==> config.mk <==
export PLATFORM = sky130hd
export DESIGN_NAME = rsa_key_builder_flat
export DESIGN_NICKNAME = d
export VERILOG_FILES = /design/src/rtl/rsa_key_builder_if.sv /design/src/rtl/rsa_key_builder.sv /design/src/flat_wrapper.sv
export SDC_FILE = /design/constraint.sdc
export NUM_CORES = 2
export LEC_CHECK = 0
export CORE_ASPECT_RATIO = 0.75
export CORE_MARGIN = 5
export CORE_UTILIZATION = 60
export DETAILED_ROUTE_END_ITERATION = 6
export PLACE_DENSITY = 0.79
export SLEW_MARGIN = 0
export SYNTH_ARGS = -nofsm -noshare
export SYNTH_HDL_FRONTEND = slang
export SYNTH_SLANG_ARGS = --single-unit
==> constraint.sdc <==
create_clock -name clk -period 33.3 [get_ports clk]
set_clock_uncertainty 0.05 [all_clocks]
set_input_delay 4.995 -clock clk [delete_from_list [all_inputs] [get_ports clk]]
set_output_delay 4.995 -clock clk [all_outputs]
set_load 0.01 [all_outputs]
==> src/rtl/rsa_key_builder_if.sv <==
// Handshake and result bus between the prime-generation stage, the key
// builder and the downstream modular-exponentiation stage.
//   start      : request (driven by master)
//   p, q       : WORD_WIDTH/2-bit primes (driven by master)
//   busy, done : status / one-cycle completion pulse (driven by slave)
//   err        : key not built, valid with done
//   err_code   : 0 ok, 1 bad primes, 2 e>=phi, 3 gcd(e,phi)!=1
//   n, e, d    : modulus, public exponent, private exponent
interface rsa_key_builder_if #(
  parameter int unsigned WORD_WIDTH = 32
);
  logic                      start;
  logic [WORD_WIDTH/2-1:0]   p;
  logic [WORD_WIDTH/2-1:0]   q;
  logic                      busy;
  logic                      done;
  logic                      err;
  logic [1:0]                err_code;
  logic [WORD_WIDTH-1:0]     n;
  logic [WORD_WIDTH-1:0]     e;
  logic [WORD_WIDTH-1:0]     d;

  modport master (
    output start, p, q,
    input  busy, done, err, err_code, n, e, d
  );

  modport slave (
    input  start, p, q,
    output busy, done, err, err_code, n, e, d
  );
endinterface

==> src/rtl/rsa_key_builder.sv <==
// Builds an RSA key from a prime pair: n = P*Q, phi = (P-1)(Q-1),
// e = PUB_EXP, d = e^-1 mod phi. Multiplication is a serial shift-add
// (LSB-first over Q); the inverse uses extended Euclid on a serial
// restoring divider.
//   clk  : clock
//   rst  : asynchronous, active-high reset
//   bus  : slave side of rsa_key_builder_if (start/p/q in, results out)
module rsa_key_builder #(
  parameter int unsigned      WORD_WIDTH = 32,
  parameter longint unsigned  PUB_EXP    = 65537
) (
  input  logic              clk,
  input  logic              rst,
  rsa_key_builder_if.slave  bus
);
  localparam int unsigned HW = WORD_WIDTH / 2;
  localparam int unsigned TW = WORD_WIDTH + 2;
  localparam int unsigned CW = $clog2(WORD_WIDTH);

  localparam logic [WORD_WIDTH-1:0] E_VAL    = WORD_WIDTH'(PUB_EXP);
  localparam logic [CW-1:0]         MUL_LAST = CW'(HW - 1);
  localparam logic [CW-1:0]         DIV_LAST = CW'(WORD_WIDTH - 1);
  localparam logic [HW-1:0]         H_ONE    = HW'(1);
  localparam logic [HW-1:0]         H_THREE  = HW'(3);
  localparam logic signed [TW-1:0]  T_ONE    = TW'(1);
  localparam logic [WORD_WIDTH-1:0] W_ONE    = WORD_WIDTH'(1);

  localparam logic [2:0] IDLE     = 3'd0;
  localparam logic [2:0] CHECK    = 3'd1;
  localparam logic [2:0] MUL_N    = 3'd2;
  localparam logic [2:0] MUL_PHI  = 3'd3;
  localparam logic [2:0] EGCD_DIV = 3'd4;
  localparam logic [2:0] EGCD_UPD = 3'd5;
  localparam logic [2:0] FIX      = 3'd6;
  localparam logic [2:0] DONE     = 3'd7;

  logic [2:0]             state;
  logic [CW-1:0]          cnt;
  logic [HW-1:0]          p_r, q_r;
  logic [WORD_WIDTH-1:0]  acc, mcand;
  logic [HW-1:0]          mplier;
  logic [WORD_WIDTH-1:0]  n_r, phi, d_r;
  logic [WORD_WIDTH-1:0]  r0, r1, rem, dvd;
  logic signed [TW-1:0]   t0, t1, qt;
  logic [1:0]             ecode;

  logic                   busy_r, done_r, err_r;
  logic [1:0]             err_code_r;
  logic [WORD_WIDTH-1:0]  n_out, e_out, d_out;

  logic [WORD_WIDTH-1:0]  acc_next;
  logic [WORD_WIDTH:0]    trial;
  logic                   qbit;
  logic [WORD_WIDTH-1:0]  rem_next;
  logic signed [TW-1:0]   qt_next;
  logic [WORD_WIDTH-1:0]  d_fix;
  logic                   bad_primes;

  always_comb begin
    acc_next   = mplier[0] ? acc + mcand : acc;
    trial      = {rem, dvd[WORD_WIDTH-1]};
    qbit       = trial >= {1'b0, r1};
    // trial - r1 < r1 whenever qbit is set, so the low word is exact
    rem_next   = qbit ? trial[WORD_WIDTH-1:0] - r1 : trial[WORD_WIDTH-1:0];
    // Horner accumulation of quotient*t1 as quotient bits arrive MSB-first
    qt_next    = (qt <<< 1) + (qbit ? t1 : '0);
    d_fix      = t0[TW-1] ? t0[WORD_WIDTH-1:0] + phi : t0[WORD_WIDTH-1:0];
    bad_primes = (p_r < H_THREE) || (q_r < H_THREE) || !p_r[0] || !q_r[0]
                 || (p_r == q_r);
  end

  always_ff @(posedge clk or posedge rst) begin
    if (rst) begin
      state      <= IDLE;
      cnt        <= '0;
      p_r        <= '0;
      q_r        <= '0;
      acc        <= '0;
      mcand      <= '0;
      mplier     <= '0;
      n_r        <= '0;
      phi        <= '0;
      d_r        <= '0;
      r0         <= '0;
      r1         <= '0;
      rem        <= '0;
      dvd        <= '0;
      t0         <= '0;
      t1         <= '0;
      qt         <= '0;
      ecode      <= '0;
      busy_r     <= 1'b0;
      done_r     <= 1'b0;
      err_r      <= 1'b0;
      err_code_r <= '0;
      n_out      <= '0;
      e_out      <= '0;
      d_out      <= '0;
    end else begin
      done_r <= 1'b0;
      case (state)
        IDLE: begin
          if (bus.start) begin
            p_r    <= bus.p;
            q_r    <= bus.q;
            ecode  <= '0;
            busy_r <= 1'b1;
            state  <= CHECK;
          end
        end
        CHECK: begin
          if (bad_primes) begin
            ecode <= 2'd1;
            state <= DONE;
          end else begin
            acc    <= '0;
            mcand  <= {{HW{1'b0}}, p_r};
            mplier <= q_r;
            cnt    <= '0;
            state  <= MUL_N;
          end
        end
        MUL_N: begin
          acc    <= acc_next;
          mcand  <= mcand << 1;
          mplier <= mplier >> 1;
          cnt    <= cnt + 1'b1;
          if (cnt == MUL_LAST) begin
            n_r    <= acc_next;
            acc    <= '0;
            mcand  <= {{HW{1'b0}}, p_r - H_ONE};
            mplier <= q_r - H_ONE;
            cnt    <= '0;
            state  <= MUL_PHI;
          end
        end
        MUL_PHI: begin
          acc    <= acc_next;
          mcand  <= mcand << 1;
          mplier <= mplier >> 1;
          cnt    <= cnt + 1'b1;
          if (cnt == MUL_LAST) begin
            phi <= acc_next;
            if (acc_next <= E_VAL) begin
              ecode <= 2'd2;
              state <= DONE;
            end else begin
              // Euclid set-up folded into the last multiply cycle
              r0    <= acc_next;
              r1    <= E_VAL;
              t0    <= '0;
              t1    <= T_ONE;
              rem   <= '0;
              dvd   <= acc_next;
              qt    <= '0;
              cnt   <= '0;
              state <= EGCD_DIV;
            end
          end
        end
        EGCD_DIV: begin
          rem <= rem_next;
          dvd <= dvd << 1;
          qt  <= qt_next;
          cnt <= cnt + 1'b1;
          if (cnt == DIV_LAST) state <= EGCD_UPD;
        end
        EGCD_UPD: begin
          r0 <= r1;
          r1 <= rem;
          t0 <= t1;
          t1 <= t0 - qt;
          if (rem == '0) begin
            state <= FIX;
          end else begin
            rem   <= '0;
            dvd   <= r1;
            qt    <= '0;
            cnt   <= '0;
            state <= EGCD_DIV;
          end
        end
        FIX: begin
          if (r0 != W_ONE) ecode <= 2'd3;
          d_r   <= d_fix;
          state <= DONE;
        end
        DONE: begin
          done_r     <= 1'b1;
          busy_r     <= 1'b0;
          e_out      <= E_VAL;
          err_r      <= (ecode != 2'd0);
          err_code_r <= ecode;
          n_out      <= (ecode == 2'd0) ? n_r : '0;
          d_out      <= (ecode == 2'd0) ? d_r : '0;
          state      <= IDLE;
        end
        default: state <= IDLE;
      endcase
    end
  end

  assign bus.busy     = busy_r;
  assign bus.done     = done_r;
  assign bus.err      = err_r;
  assign bus.err_code = err_code_r;
  assign bus.n        = n_out;
  assign bus.e        = e_out;
  assign bus.d        = d_out;
endmodule
==> src/flat_wrapper.sv <==
// flat-port wrapper written by rule: the top's interface ports become plain ports
module rsa_key_builder_flat 
#(
  parameter int unsigned      WORD_WIDTH = 32,
  parameter longint unsigned  PUB_EXP    = 65537
)
  (clk, rst, bus_start, bus_p, bus_q, bus_busy, bus_done, bus_err, bus_err_code, bus_n, bus_e, bus_d);
  rsa_key_builder_if #(.WORD_WIDTH(WORD_WIDTH)) bus_i ();
  input  logic clk;
  input  logic rst;
  input wire logic [$bits(bus_i.start)-1:0] bus_start;
  input wire logic [$bits(bus_i.p)-1:0] bus_p;
  input wire logic [$bits(bus_i.q)-1:0] bus_q;
  output wire logic [$bits(bus_i.busy)-1:0] bus_busy;
  output wire logic [$bits(bus_i.done)-1:0] bus_done;
  output wire logic [$bits(bus_i.err)-1:0] bus_err;
  output wire logic [$bits(bus_i.err_code)-1:0] bus_err_code;
  output wire logic [$bits(bus_i.n)-1:0] bus_n;
  output wire logic [$bits(bus_i.e)-1:0] bus_e;
  output wire logic [$bits(bus_i.d)-1:0] bus_d;
  assign bus_i.start = bus_start;
  assign bus_i.p = bus_p;
  assign bus_i.q = bus_q;
  assign bus_busy = bus_i.busy;
  assign bus_done = bus_i.done;
  assign bus_err = bus_i.err;
  assign bus_err_code = bus_i.err_code;
  assign bus_n = bus_i.n;
  assign bus_e = bus_i.e;
  assign bus_d = bus_i.d;
  rsa_key_builder #(.WORD_WIDTH(WORD_WIDTH), .PUB_EXP(PUB_EXP)) u_core (.clk(clk), .rst(rst), .bus(bus_i));
endmodule
### Word-level counts from Yosys, hierarchy flattened

Cells that the tools add are included.

* output and inout bits: 101
* register bits: 518
* input bits: 35
* word-level logic and storage cells: 142

* $lt $le $gt $ge: 4
* multiplexer cells: 58
* add/sub/neg operators: 8
* reductions and logical operators: 26
* equal/unequal tests: 21

Operators with widths (number)
* 32-bit 2-to-1 mux: 17
* 32-bit one-hot mux with 3 select lines: 4
* 34-bit 2-to-1 mux: 6
* 34-bit one-hot mux with 2 select lines: 2
* 32-bit one-hot mux with 2 select lines: 2
* 34-bit one-hot mux with 3 select lines: 1
* 32-bit adder: 2
* 16-bit one-hot mux with 3 select lines: 1
* 34-bit adder: 1
* 34-bit subtractor: 1
* 33-bit by 32-bit greater-or-equal comparator with 1-bit output: 1
* 32-bit by 17-bit <= comparator with 1-bit output, second input constant: 1
* 32-bit logical NOT: 1
* 16-bit by 2-bit < comparator with 1-bit output, second input constant: 2
* 16-bit 2-to-1 mux: 2
* 32-bit by 1-bit != test with 1-bit output, second input constant: 1
* 16-bit by 1-bit subtractor with 16-bit output, second input constant: 2
* 32-bit subtractor: 1
* 5-bit 2-to-1 mux: 5
* 5-bit one-hot mux with 5 select lines: 1
* 3-bit one-hot mux with 8 select lines: 1
* 16-bit == test: 1
* 3-bit 2-to-1 mux: 5
* 2-bit 2-to-1 mux: 7
* other kinds (23): 49

### Longest topological paths before layout

* word-level depth: 7
* mapped depth: 28

### Worst setup path before layout

No wires, ideal clock.

* path type: input-to-reg
* start: in bus_start
* end: reg u_core.p_r[10]
* buffers on the path: 2
* slack: 27.162 ns
* required time: 33.125 ns
* cell stages on the path: 4
* arrival time: 5.963 ns
* setup time: 0.125 ns
* path through: and3_1 -> clkbuf_1 -> buf_1 -> mux2_2

* longest elaborated chain between the ends: 1

Ends and longest elaborated chain
* from (decl): RTL line flat_wrapper.sv:11 `input wire logic [$bits(bus_i.start)-1:0] bus_start;`
* 2-bit AND reduction (no line)
* to (signal assigned): RTL line rsa_key_builder.sv:104 `p_r <= bus.p;`
* to (decl): RTL line rsa_key_builder.sv:39 `logic [HW-1:0] p_r, q_r;`

Every way passes these cells.
A chain may end at the register's enable or synchronous reset.

==> reports/metrics.csv <==
stage,metric,value,unit
synthesis,ys_warn_count,0,
die,ioPinCount,136,
sta,max_freq,135.7,MHz
cts,clock_latency,0.62,ns
layout,fin_cells,4041,
die,coreArea,50370,um2
global_routing,grt_overflow,0,
synthesis,synth_edf_count,0,
cts,ctsHoldBuffers,0,
die,rows,71,
sta,timing.final.hold_violations,0,
synthesis,synth.area.top_cells,"dfrtp_1 42%, ha_1 6.8%, o21ai_0 5.0%",
setup_path,path_class,in -> async,
die,initial_core_util,60.81,%
setup_path,end_kind,async pin,
synthesis,synth_top_area_share,42.32,%
cts,clkSinkCount,518,
drt,drt-vias-per-instance,6.439,
synthesis,synth_cells,3331,
layout,fin_nets,3551,
place,post-place-cells,3947,
cts,numCtsBuffers,52,
cts,root_buffer,clkbuf_16,
drt,routed_wl,87380,um
outcome,outcome,completed,
flow_run,drv_cap,0,
synthesis,yosysSeqAreaShare,42.32,%
worst_hold_path,hold_path_class,reg -> reg,
sta,setup_viol,0,
place,place_congestion,0.9344,
power_and_ir_drop,peakVddDrop,0.00009382,V
setup_path,arrival,7.92,ns
cts,clkTransAtPathRegs,0.06,ns
drt,drtIter0Drc,2929,
drt,num_vias,26020,
global_routing,grt_max_degree,113,
layout,nFillCells,3888,
synthesis,avgSynthCellArea,9.195,um2
layout,multi_input_area,16410,um2
setup_path,worstPathMaxFanout,96,
drt,routedWlPerCell,21.62,um
power_and_ir_drop,powerDensity,96.71,nW/um2
drt,ant_nets,0,
cts,h-tree-depth,2,
sta,period_needed,7.372,ns
die,dieWidth,270.9,um
layout,drive_above_1_share,6.296,%
global_routing,grt_first_pass_wirelength,138000,um
power_and_ir_drop,leakagePower,15.60,nW
synthesis,netlist_area,30630,um2
global_routing,antenna_found_initial,2,
cts,cts_tree,built,
sta,tns,0,ns
drt,drc,0,
synthesis,synth_top_cell_by_area,dfrtp_1,
place,port_buffers,105,
setup_path,cp.required,33.85,ns
sta,worst_pin_slew,1.254,ns
sta,grt_setup_unrepaired,false,
place,hpwl,62210,um
global_routing,grt_pass1_vias,24420,
global_routing,grt_usage,30.69,%
sta,period_share,22.14,%
layout,seqCellArea,12960,um2
die,die_y,205.7,um
drt,dr.pass1.iters,5,
layout,synthToLayoutAreaGrowth,10.47,%
cts,post_cts_buffers,0,
cts,cts.repair.resized,0,
setup_path,start_kind,input port,
sta,slew_viol_final,0,
cts,clockBufferDepth,3,
synthesis,synthArstFlopShare,100.0,%
synthesis,synth.lib_cells_used.distinct,85,
sta,slew_headroom,15.66,%
synthesis,ys_ff_latch,518,
die,dieArea,55710,um2
synthesis,synthFlopType,dfrtp_1,
[path summary, 6_finish.rpt]
check	from	end	slack [ns]	cells past startpoint
setup / recovery	rst	u_core.mcand[17]	25.93	4
hold / removal	u_core.bus.err_code[1]	u_core.bus.err_code[1]	0.43	2
setup reg to reg	u_core.r1[12]	u_core.qt[33]	26.74	25
hold reg to reg	u_core.bus.err_code[1]	u_core.bus.err_code[1]	0.43	2
max in group clk	u_core.bus.n[3]	bus_n[3]	26.65	1
min in group asynchronous	rst	u_core.qt[32]	4.86	2
[routing by layer]
metal / wire length [um] / up-vias / track usage (%) / share of wire [%]
met5: 0 / - / 0 / 0
met4: 1707 / 0 / 6.893 / 2.0
met3: 9023 / 135 / 7.041 / 10
met2: 35580 / 1143 / 42.58 / 41
met1: 41080 / 12700 / 48.75 / 47
li1: - / 12040 / - / -
[cells in the final DEF (no fill, tap or decap), drive strengths merged, types with 29 or more instances in the layout]
cell type | synthesis | routed
nand2 | 399 | 399
inv | 131 | 132
conb | 1 | 30
a21oi | 207 | 207
o21ai | 308 | 308
a22o | 125 | 125
a31oi | 46 | 46
and2 | 41 | 41
nor4 | 29 | 29
nor2b | 32 | 32
nand3 | 72 | 72
mux2 | 61 | 61
a21o | 90 | 90
clkdlybuf4s50 | 0 | 105
a211oi | 56 | 56
xor2 | 50 | 50
dfrtp | 518 | 518
nor3 | 42 | 42
clkbuf | 150 | 73
xnor2 | 94 | 94
ha | 167 | 167
mux2i | 55 | 55
nor2 | 206 | 206
buf | 64 | 39
o31ai | 45 | 45
[kinds of logic after synthesis]
kind of cell,synth area share [%]
AO/OA/AOI/OAI,23.43
AND/OR/NAND/NOR,14.16
flip-flops,42.32
buffers and inverters,4.698
adder cells (fa/ha/maj),7.149
XOR/XNOR,4.191
multiplexers,4.040
other,0.01224
[cells in the mapped netlist, types with 29 or more instances]
cell / number
a21o_1: 90
buf_4: 33
nor2b_1: 32
o21ai_0: 304
nor3_1: 42
a22o_1: 125
xor2_1: 50
a31oi_1: 46
a21oi_1: 206
nor4_1: 29
inv_1: 130
mux2_2: 53
a211oi_1: 54
nand2_1: 399
and2_1: 41
o31ai_1: 43
nand3_1: 72
clkbuf_1: 150
mux2i_1: 55
dfrtp_1: 518
ha_1: 167
nor2_1: 206
xnor2_1: 94
[state kept, by name (all words and copies together), names as in the netlist, 32 cells and up]
signal        cells
u_core.mcand     32
u_core.bus.d     32
u_core.dvd       32
u_core.r0        32
u_core.r1        32
u_core.n_r       32
u_core.acc       32
u_core.t1        34
u_core.bus.n     32
u_core.t0        34
u_core.phi       32
u_core.qt        34
u_core.d_r       32
u_core.rem       32
[cell type report]
cell class / count / share of cell area [%]
well taps: 657 / 2.430
clock buffers: 73 / 4.408
diodes: 1 / 0.007396
multi-input cells: 2497 / 48.51
inverters: 131 / 1.475
repair buffers: 144 / 3.972
flip-flops and latches: 518 / 38.31
clock inverters: 20 / 0.8875
[where the power goes]
group	switching (W)	internal [W]	total, W
registers	0.000170	0.000794	0.000965
clock network	0.000257	0.000366	0.000624
logic	0.00103	0.000656	0.00168
[stage by stage]
stage	total power, W	area (um2)	util (%)	hold WS [ns]	setup WS, ns
after global placement	0.002543	32040	63.61	0.4107	25.26
final	0.003272	33840	67.17	0.4276	25.93
after floorplan	0.002126	30740	-	0.3967	13.79
after CTS	0.003241	33830	67.17	0.4327	25.82
after global routing	0.003471	33830	67.17	0.4448	25.44
after detailed placement	0.002608	32040	63.61	0.4179	25.18
[worst max-delay path: stages]
cell and delay (ns):
clkdlybuf4s50_1 0.50, inv_8 0.49, buf_4 0.81, buf_4 0.89
(Power assumes the default switching activity.)
